===== config.mk =====
export PLATFORM = sky130hd
export DESIGN_NAME = cpu_multiply_control
export DESIGN_NICKNAME = d
export VERILOG_FILES = /design/src/rtl/cpu_multiply_control.sv
export SDC_FILE = /design/constraint.sdc
export NUM_CORES = 1
export LEC_CHECK = 0
export CORE_MARGIN = 2
export CORE_UTILIZATION = 30
export DETAILED_ROUTE_END_ITERATION = 8
export PLACE_DENSITY = 0.61
export SKIP_CTS_REPAIR_TIMING = 1
export SLEW_MARGIN = 20
export SYNTH_ARGS = -nofsm -noshare
export SYNTH_HDL_FRONTEND = slang
export SYNTH_SLANG_ARGS = --single-unit

===== constraint.sdc =====
create_clock -name i_clock -period 8.5 [get_ports i_clock]
set_input_delay 1.7 -clock i_clock [delete_from_list [all_inputs] [get_ports i_clock]]
set_output_delay 1.7 -clock i_clock [all_outputs]
set_load 0.005 [all_outputs]

===== src/rtl/cpu_multiply_control.sv =====
// Sequencer between the execute stage and the pipelined multiplier: issues RV32M
// multiply ops, selects/corrects the result word, and reuses the last product on a key match.
module cpu_multiply_control #(
  parameter int MUL_LATENCY  = 4,
  parameter bit ENABLE_REUSE = 1'b1
) (
  input  logic        i_clock,
  input  logic        i_reset_n,
  input  logic        i_valid,
  output logic        o_ready,
  input  logic [1:0]  i_op,
  input  logic [31:0] i_rs1,
  input  logic [31:0] i_rs2,
  input  logic [4:0]  i_rd,
  input  logic        i_flush,
  output logic        o_valid,
  input  logic        i_ack,
  output logic [31:0] o_result,
  output logic [4:0]  o_rd,
  output logic        o_mul_latch,
  output logic        o_mul_signed,
  output logic [31:0] o_mul_op1,
  output logic [31:0] o_mul_op2,
  input  logic        i_mul_ready,
  input  logic [63:0] i_mul_result
);

  localparam int GW = $clog2(MUL_LATENCY + 1);

  typedef enum logic [1:0] {S_GUARD, S_IDLE, S_ISSUE, S_DONE} state_t;

  state_t        state, state_d;
  logic [GW-1:0] guard_cnt;
  logic [1:0]    op_q;
  logic [31:0]   rs1_q, rs2_q, result_q;
  logic [4:0]    rd_q;
  logic          msign_q, discard_q;
  logic          reuse_vld;
  logic [64:0]   reuse_key;
  logic [63:0]   reuse_prod;
  logic          msign_in, accept, hit, mul_done;

  // MULHSU runs through the unsigned multiplier; a negative rs1 contributes -rs2 to the high word.
  function automatic logic [31:0] sel_result(input logic [1:0] op, input logic [31:0] rs1,
                                             input logic [31:0] rs2, input logic [63:0] p);
    logic [31:0] r;
    case (op)
      2'b00:   r = p[31:0];
      2'b10:   r = p[63:32] - (rs1[31] ? rs2 : 32'd0);
      default: r = p[63:32];
    endcase
    return r;
  endfunction

  assign msign_in = (i_op == 2'b01);
  assign accept   = (state == S_IDLE) && i_valid && !i_flush;
  assign hit      = ENABLE_REUSE && reuse_vld && (reuse_key == {i_rs1, i_rs2, msign_in});
  assign mul_done = (state == S_ISSUE) && i_mul_ready;

  always_ff @(posedge i_clock or negedge i_reset_n) begin
    if (!i_reset_n) begin
      state     <= S_GUARD;
      guard_cnt <= GW'(MUL_LATENCY);
    end else begin
      state <= state_d;
      if (state == S_GUARD && guard_cnt != '0) guard_cnt <= guard_cnt - GW'(1);
    end
  end

  always_comb begin
    state_d = state;
    case (state)
      S_GUARD: if (guard_cnt == '0) state_d = S_IDLE;
      S_IDLE:  if (accept) state_d = hit ? S_DONE : S_ISSUE;
      // The multiplier cannot cancel, so a flushed op still waits out its ready pulse.
      S_ISSUE: if (i_mul_ready) state_d = (discard_q || i_flush) ? S_IDLE : S_DONE;
      S_DONE:  if (i_flush || i_ack) state_d = S_IDLE;
      default: state_d = S_GUARD;
    endcase
  end

  always_ff @(posedge i_clock or negedge i_reset_n) begin
    if (!i_reset_n) begin
      op_q       <= '0;
      rs1_q      <= '0;
      rs2_q      <= '0;
      rd_q       <= '0;
      msign_q    <= 1'b0;
      discard_q  <= 1'b0;
      result_q   <= '0;
      reuse_vld  <= 1'b0;
      reuse_key  <= '0;
      reuse_prod <= '0;
    end else begin
      if (accept) begin
        op_q      <= i_op;
        rs1_q     <= i_rs1;
        rs2_q     <= i_rs2;
        rd_q      <= i_rd;
        msign_q   <= msign_in;
        discard_q <= 1'b0;
        if (hit) result_q <= sel_result(i_op, i_rs1, i_rs2, reuse_prod);
      end
      if (state == S_ISSUE && i_flush) discard_q <= 1'b1;
      if (mul_done) begin
        // The key fully identifies the product, so even a discarded pass refreshes the entry.
        reuse_vld  <= 1'b1;
        reuse_key  <= {rs1_q, rs2_q, msign_q};
        reuse_prod <= i_mul_result;
        if (!(discard_q || i_flush)) result_q <= sel_result(op_q, rs1_q, rs2_q, i_mul_result);
      end
    end
  end

  assign o_ready      = (state == S_IDLE);
  assign o_valid      = (state == S_DONE);
  assign o_mul_latch  = (state == S_ISSUE);
  assign o_mul_signed = msign_q;
  assign o_mul_op1    = rs1_q;
  assign o_mul_op2    = rs2_q;
  assign o_result     = result_q;
  assign o_rd         = rd_q;

endmodule


==> results of run 1 <==
==> metal layers <==
metal | track usage | up-vias | part of all wire
met3 | 0.0538 | 88 | 0.081
li1 | - | 6254 | -
met1 | 0.282 | 6510 | 0.45
met4 | 0.0690 | 2 | 0.032
met5 | 0 | - | 0.00024
met2 | 0.308 | 461 | 0.43
==> critical path, cell delays in order <==
cell	delay [ps]
clkdlybuf4s50_1	460
buf_4	460
nand2b_1	180
xnor2_1	170
or4b_1	540
or4_4	580
nor3_4	690
inv_2	430
nor4_1	450
a211oi_1	90
a211oi_1	210
==> report_power, final <==
group	switching [mW]	internal (mW)
logic	1.79	1.65
registers	0.527	1.69
clock network	0.531	0.783
==> layout make-up <==
cell class              instances  share of cell area
diodes                          1            0.000130
repair buffers                261               0.135
clock buffers                  41              0.0439
clock inverters                14             0.00833
well taps                     672              0.0437
flip-flops and latches        240               0.313
inverters                      48             0.00937
multi-input cells            1271               0.447
==> logic make-up after synthesis <==
logic type,share of synthesized area
muxes,0.126
and+or+nand+nor,0.168
adders and majority gates,0.0657
xor gates and xnor gates,0.0540
DFF,0.399
AOI/OAI and AO/OA,0.156
buffers and inverters,0.0319
==> path summary, 6_finish.rpt <==
| kind | endpoint | from | slack (ps) |
|---|---|---|---|
| max | o_result[19] | i_op[0] | 2980 |
| min | reuse_vld | reuse_vld | 470 |
| max reg2reg | o_result[26] | o_mul_op1[31] | 4290 |
| min reg2reg | reuse_vld | reuse_vld | 470 |
| max in group asynchronous | op_q[1] | i_reset_n | 5790 |
| min in group asynchronous | reuse_key[34] | i_reset_n | 1200 |
==> metrics by stage <==
stage	setup slack (ps)	area (µm²)	hold slack [ps]	util	instances
2_1_floorplan	3690	15100	427	-	1637
3_3_place_gp	2560	18200	442	0.365	2491
3_5_place_dp	2460	18200	447	0.365	2491
4_1_cts	3060	19200	467	0.385	2546
5_1_grt	2690	19200	487	0.385	2548
6_report	2980	19200	473	0.385	2548
==> state kept, by name, summed over array words and instances (netlist names), 2 cells and up <==
| name | flops |
|---|---|
| reuse_key | 65 |
| reuse_prod | 64 |
| o_mul_op1 | 32 |
| o_mul_op2 | 32 |
| o_result | 32 |
| o_rd | 5 |
| guard_cnt | 3 |
| op_q | 2 |
| state | 2 |
==> placed cells by master (no fill, tap or decap), types with 41 or more instances in the layout <==
| cell type | netlist | final |
|---|---|---|
| mux2i_1 | 41 | 41 |
| clkdlybuf4s50_1 | 0 | 243 |
| nor2_1 | 77 | 77 |
| a21oi_1 | 75 | 75 |
| nand2_1 | 328 | 327 |
| mux2_2 | 132 | 132 |
| xor2_1 | 45 | 45 |
| ha_1 | 76 | 76 |
| xnor2_1 | 48 | 48 |
| inv_1 | 44 | 44 |
| dfrtp_1 | 239 | 238 |
| o21ai_0 | 85 | 85 |
==> impl_metrics.ini, run 1 <==
[grt]
globalRouteOverflowTotal = 0
antenna_found_initial = 2
grt_pass1_wl_mm = 82.6
grt_max_degree = 116
first_global_vias = 13200
grt_usage = 0.204

[clock_network]
clk_latency_ps = 580
cts.sinks = 240
cts_tree = done
cts_buffers = 30
cts_buffer_depth = 3
ctsHtreeMaxLevel = 1
root_buffer = clkbuf_16
clk_pin_slew_ps = 60

[yosys]
ys_seq_area_frac = 0.399
yosysTopAreaCellShare = 0.397
yosysWarnings = 0
netlist.top_cell.by_area = dfrtp_1
ys_types = 70
synth_nets = 1856
yosysMostFrequentCell = nand2_1
yosys-top-cells-area = dfrtp_1 (40%), mux2_2 (9.9%), nand2_1 (8.2%)
synth_area_um2 = 15100
synth-seq-cells = 240
synth_edf_count = 0
syn_area_per_cell_um2 = 9.21
async_flop_share = 1.00
synth-main-ff-cell = dfrtp_1
synthTopCellsByCount = nand2_1 (328), dfrtp_1 (239), mux2_2 (132)
synth_cells = 1637

[sta]
setup_viol = 0
slew_headroom = 0.358
tightest_slew_ps = 963
fin_tns_setup_ps = 0
fin_worst_skew_ps = 21.0
period_needed_ps = 5520
hold_viol_final = 0
finalMaxSlewViolations = 0
fmax_mhz = 181
finalCritPeriodShare = 0.650
rsz0062_at_grt = false

[final_layout]
nFillCells = 4993
multi_input_comb_area_um2 = 8590
syn_to_final_growth_pct = 27.5
drive_gt1_frac = 0.112
seqCellArea_um2 = 6010
final_nets = 2071

[detailed_routing]
vias_per_cell = 5.23
drt_iter0_markers = 1034
wl_mm = 54.5
vias = 13300
wire_per_inst_um = 21.4
drc = 0
postRouteAntennaNets = 0
dr.pass1.iters = 5

[pwr]
pwr_density_cell_nw_per_um2 = 363
p_leak_nw = 8.33
vdd_drop_max_v = 0.000203
fin_total_pwr_mw = 6.97

[worst_setup_path]
path_max_fanout = 50
required_ps = 8980
crit_type = in -> reg
cp.arrival_ps = 6000
endpoint_kind = flop
cp-start-kind = input port
reg2reg_depth = 12

[placement]
dp_hpwl_mm = 41.0
port_buffers = 245
gp_congestion = 0.887

[floorplan]
core_um2 = 49900
io_pins = 246
die_area_um2 = 52100
fp.dieW_um = 228
num_rows = 82
initial_core_util = 0.302
die_h_um = 228

[min_path]
hold_path_depth = 1
hold_path.class = reg -> reg

[job]
maxCapViolCount = 0

[run_status]
status = completed
(Power assumes the default switching activity.)
==> inputs of run 2 (changes only) <==
PLACE_DENSITY = 0.63   (was 0.61)
clock period = 4.6 ns   (was 8.5 ns; I/O delays follow)
==> run 2 against run 1 <==
Net effect: final area up 1.9%; critical path depth up 3; global-route usage up 0.51 points; register-to-register slack worse by 3500 ps; core utilization up 0.72 points; routed wire length up 2.5%; via count up 1.6%; total power up 86%; die area unchanged; final cell count up 1.9%.
==> impl_metrics.ini, run 2 (synthesis results as in run 1) <==
[run_status]
status = completed

[worst_setup_path]
crit_type = in -> reg
cp.arrival_ps = 4540
reg2reg_to = o_result[26]
endpoint_kind = flop
r2r-start = o_mul_op1[31]
startpoint = i_rs1[31]
required_ps = 5070
reg2reg_depth = 15
crit_path_end = o_result[29]
path_max_fanout = 23
r2r_slack_ps = 770
cp-start-kind = input port

[sta]
finalMaxSlewViolations = 0
setup_viol = 0
fin_worst_skew_ps = 13.5
slew_headroom = 0.378
rsz0062_at_grt = false
whs_ps = 328
fmax_mhz = 246
finalCritPeriodShare = 0.885
period_needed_ps = 4070
fin_tns_setup_ps = 0
tightest_slew_ps = 933
hold_viol_final = 0

[grt]
grt_usage = 0.209
grt_max_degree = 91
grt_pass1_wl_mm = 84.4
globalRouteOverflowTotal = 0
first_global_vias = 13400
antenna_found_initial = 2

[detailed_routing]
vias_per_cell = 5.21
postRouteAntennaNets = 0
dr.pass1.iters = 5
wl_mm = 55.9
wire_per_inst_um = 21.5
drc = 0
vias = 13500
drt_iter0_markers = 905

[clock_network]
cts_buffers = 29
root_buffer = clkbuf_16
cts_tree = done
ctsHtreeMaxLevel = 1
clk_pin_slew_ps = 60
cts_buffer_depth = 3
cts.sinks = 240
clk_latency_ps = 570

[min_path]
hold_path.class = in -> async

[placement]
port_buffers = 245
post-place-cells = 2543
placed_cell_area_um2 = 18600
gp_congestion = 0.939
dp_hpwl_mm = 42.9

[final_layout]
design_area_um2 = 19600
final_cells = 2596
largest_reg_flops = 65
largest_register = reuse_key
nFillCells = 4974
final_cell_mix = nand2_1 (327), clkdlybuf4s50_1 (244), dfrtp_1 (238)
final_nets = 2121
mostFrequentLayoutCell = nand2_1
largestRegisters = reuse_key: 65 flops, reuse_prod: 64 flops
drive_gt1_frac = 0.133
syn_to_final_growth_pct = 29.9
n_antenna_cell = 0

[pwr]
p_sw_frac = 0.408
pwr-share-seq = 0.316
p_int_mw = 7.69
fin_total_pwr_mw = 13.0
switchingPower_mw = 5.29
p_leak_nw = 8.56
vdd_drop_max_v = 0.000332
p_clk_frac = 0.179
comb_power_share = 0.505
pwr_density_cell_nw_per_um2 = 663

[floorplan]
core_um2 = 49900
die_area_um2 = 52100
fp.dieW_um = 228
die_h_um = 228
initial_core_util = 0.302
num_rows = 82
io_pins = 246

[job]
maxCapViolCount = 0
[run 2: cell count changes in the layout (fill, tap and decap cells not counted), moves of 2 or more]
cell	change
clkinvlp_4	-2
buf_4	+48
clkbuf_1	+2
buf_12	+4
clkbuf_16	-2
[run 2: final cells by class]
type	count	area, µm²	area share
Clock inverter	12	145	0.00741
Tap cell	672	841	0.0429
Timing Repair Buffer	312	3010	0.154
Clock buffer	41	801	0.0409
Multi-Input combinational cell	1271	8590	0.439
Sequential cell	240	6010	0.307
Inverter	48	180	0.00920
[run 2: power groups by stage]
stage | combinational [mW] | clock (mW) | sequential [mW]
6_report | 6.56 | 2.33 | 4.10
5_1_grt | 7.18 | 2.46 | 4.22
4_1_cts | 6.55 | 2.38 | 4.09
3_5_place_dp | 6.51 | 0 | 4.11
3_3_place_gp | 6.45 | 0 | 4.06
2_1_floorplan | 3.89 | 0 | 3.76
[run 2: worst min-delay path by stage]
stage / start / to / slack (ps) / depth (start not counted)
detailed placement: reuse_vld / reuse_vld / 450 / 1
floorplan: reuse_vld / reuse_vld / 430 / 1
finish: i_reset_n / o_mul_op1[4] / 330 / 1
global placement: reuse_vld / reuse_vld / 450 / 1
CTS: i_reset_n / o_mul_op1[4] / 360 / 1
global route: i_reset_n / reuse_key[38] / 380 / 1
[run 2: worst max-delay path: stages]
cell,delay (ps)
clkdlybuf4s50_1,470
buf_4,170
buf_4,280
nand2_1,90
ha_1,370
a21o_1,240
a311o_1,390
a211oi_1,250
o21ai_0,160
a21o_1,210
a221oi_1,370
mux2i_1,130
o31a_1,250
a211oi_1,230
[run 2: metal layers]
layer  GRT usage  share of wire
met5           0        0.00046
met1       0.294           0.46
met2       0.329           0.44
met3      0.0418          0.069
met4      0.0515          0.021
[run 2: through the flow]
| step | setup WS [ps] | utilization |
|---|---|---|
| 6_report | 530 | 0.393 |
| 3_3_place_gp | 6.96 | 0.374 |
| 5_1_grt | 276 | 0.393 |
| 3_5_place_dp | -37.6 | 0.374 |
| 2_1_floorplan | 567 | - |
| 4_1_cts | 567 | 0.393 |
==> inputs of run 3 (changes only) <==
CORE_UTILIZATION = 49   (was 30)
PLACE_DENSITY = 0.88   (was 0.63)
==> run 3 against run 2 <==
Net effect: first-iteration DRC count increased by 71%; clock power shrank 3%; sequential share of layout area rose by 0.93 points; critical path depth down 1; highest routed layer unchanged; register-to-register slack worse by 30 ps.
==> impl_metrics.ini, run 3 (synthesis results as in run 1) <==
[clock_network]
ctsHtreeMaxLevel = 1
clk_pin_slew_ps = 70
cts_buffer_depth = 3
cts.sinks = 240
root_buffer = clkbuf_16
cts_tree = done
clk_latency_ps = 570
cts_buffers = 27

[floorplan]
num_rows = 64
die_area_um2 = 32200
io_pins = 246
initial_core_util = 0.495
fp.dieW_um = 179
core_um2 = 30400
die_h_um = 179

[grt]
first_global_vias = 13700
grt_max_degree = 116
globalRouteOverflowTotal = 0
grt_pass1_wl_mm = 77.9
antenna_found_initial = 1
grt_usage = 0.315

[final_layout]
drive_gt1_frac = 0.121
design_area_um2 = 19000
syn_to_final_growth_pct = 26.1
largest_reg_flops = 65
largest_register = reuse_key
final_nets = 2094
largestRegisters = reuse_key: 65 flops, reuse_prod: 64 flops
mostFrequentLayoutCell = nand2_1
n_antenna_cell = 0
final_cells = 2292
final_cell_mix = nand2_1 (327), clkdlybuf4s50_1 (244), dfrtp_1 (238)

[worst_setup_path]
cp-start-kind = input port
path_max_fanout = 13
endpoint_kind = flop
reg2reg_to = o_result[23]
required_ps = 5070
crit_type = in -> reg
slowest_stage = nor4_1
path_cells = clkdlybuf4s50_1 -> buf_4 -> nand2_1 -> ha_1 -> o211ai_1 -> a2111oi_0 -> o21ai_0 -> a31oi_1 -> o21ai_0 -> and3_1 -> nor4_1 -> a211oi_1 -> a211oi_1
reg2reg_depth = 12
r2r-start = o_mul_op1[31]
cp.arrival_ps = 4600
cpPeakStageDelay_ps = 520
r2r_slack_ps = 740

[detailed_routing]
wl_mm = 51.1
drt_iter0_markers = 1546
vias = 14000
wire_per_inst_um = 22.3
dr.pass1.iters = 6
postRouteAntennaNets = 0
drc = 0
vias_per_cell = 6.09

[run_status]
status = completed

[pwr]
vdd_drop_max_v = 0.000382
fin_total_pwr_mw = 12.8
pwr_density_cell_nw_per_um2 = 675
p_leak_nw = 8.42

[sta]
fin_worst_skew_ps = 17.1
hold_viol_final = 0
finalCritPeriodShare = 0.898
fin_tns_setup_ps = 0
period_needed_ps = 4130
rsz0062_at_grt = false
slew_headroom = 0.263
tightest_slew_ps = 1100
setup_viol = 0
fmax_mhz = 242
finalMaxSlewViolations = 0

[placement]
dp_hpwl_mm = 38.0
post-place-cells = 2242
placed_cell_area_um2 = 18100
gp_congestion = 0.986
port_buffers = 245

[job]
maxCapViolCount = 0

[min_path]
hold_path.class = in -> async
==> run 3: report_power, final <==
group	switching (mW)	internal [mW]
logic	3.30	3.13
registers	1.03	3.12
clock network	0.941	1.32
total	5.26	7.57
==> run 3: metrics by stage <==
step / util / hold slack (ps) / setup WS (ps)
2_1_floorplan: - / 427 / 567
5_1_grt: 0.625 / 476 / 327
3_3_place_gp: 0.594 / 444 / 163
4_1_cts: 0.625 / 455 / 605
6_report: 0.625 / 409 / 470
3_5_place_dp: 0.594 / 452 / 23.2
==> run 3: how the worst max path moves through the flow <==
stage                              end             start  cells after the start  slack, ps
after floorplan           o_result[26]         i_rs1[31]                     13        570
after global placement    o_result[22]          i_rs2[0]                     15        160
after detailed placement  o_result[22]          i_rs2[0]                     15         20
after CTS                 o_result[22]          i_rs2[0]                     15        610
after global routing      o_result[30]  i_mul_result[32]                     15        330
final                     o_result[19]         i_rs1[31]                     13        470
==> run 3: per-layer routing <==
layer  up-vias  share of wire  track usage
met3       141          0.098       0.0707
met2       754           0.45        0.490
met5         -        0.00025            0
met1      6779           0.41        0.427
met4         2          0.044        0.125
li1       6293              -            -
==> run 3: cell type report <==
type,count,area [µm²]
clock buffer,39,761
clock inverter,11,155
fill,2494,11400
inverter,48,181
multi-input combinational,1271,8590
sequential,240,6010
tap,396,495
timing repair buffer,287,2810
==> run 3: worst max-delay path, delay by kind of cell <==
family,cells,cell delay (ps)
compound gates,7,1770
simple gates,3,820
buf+inv,2,660
fa+ha+maj,1,420
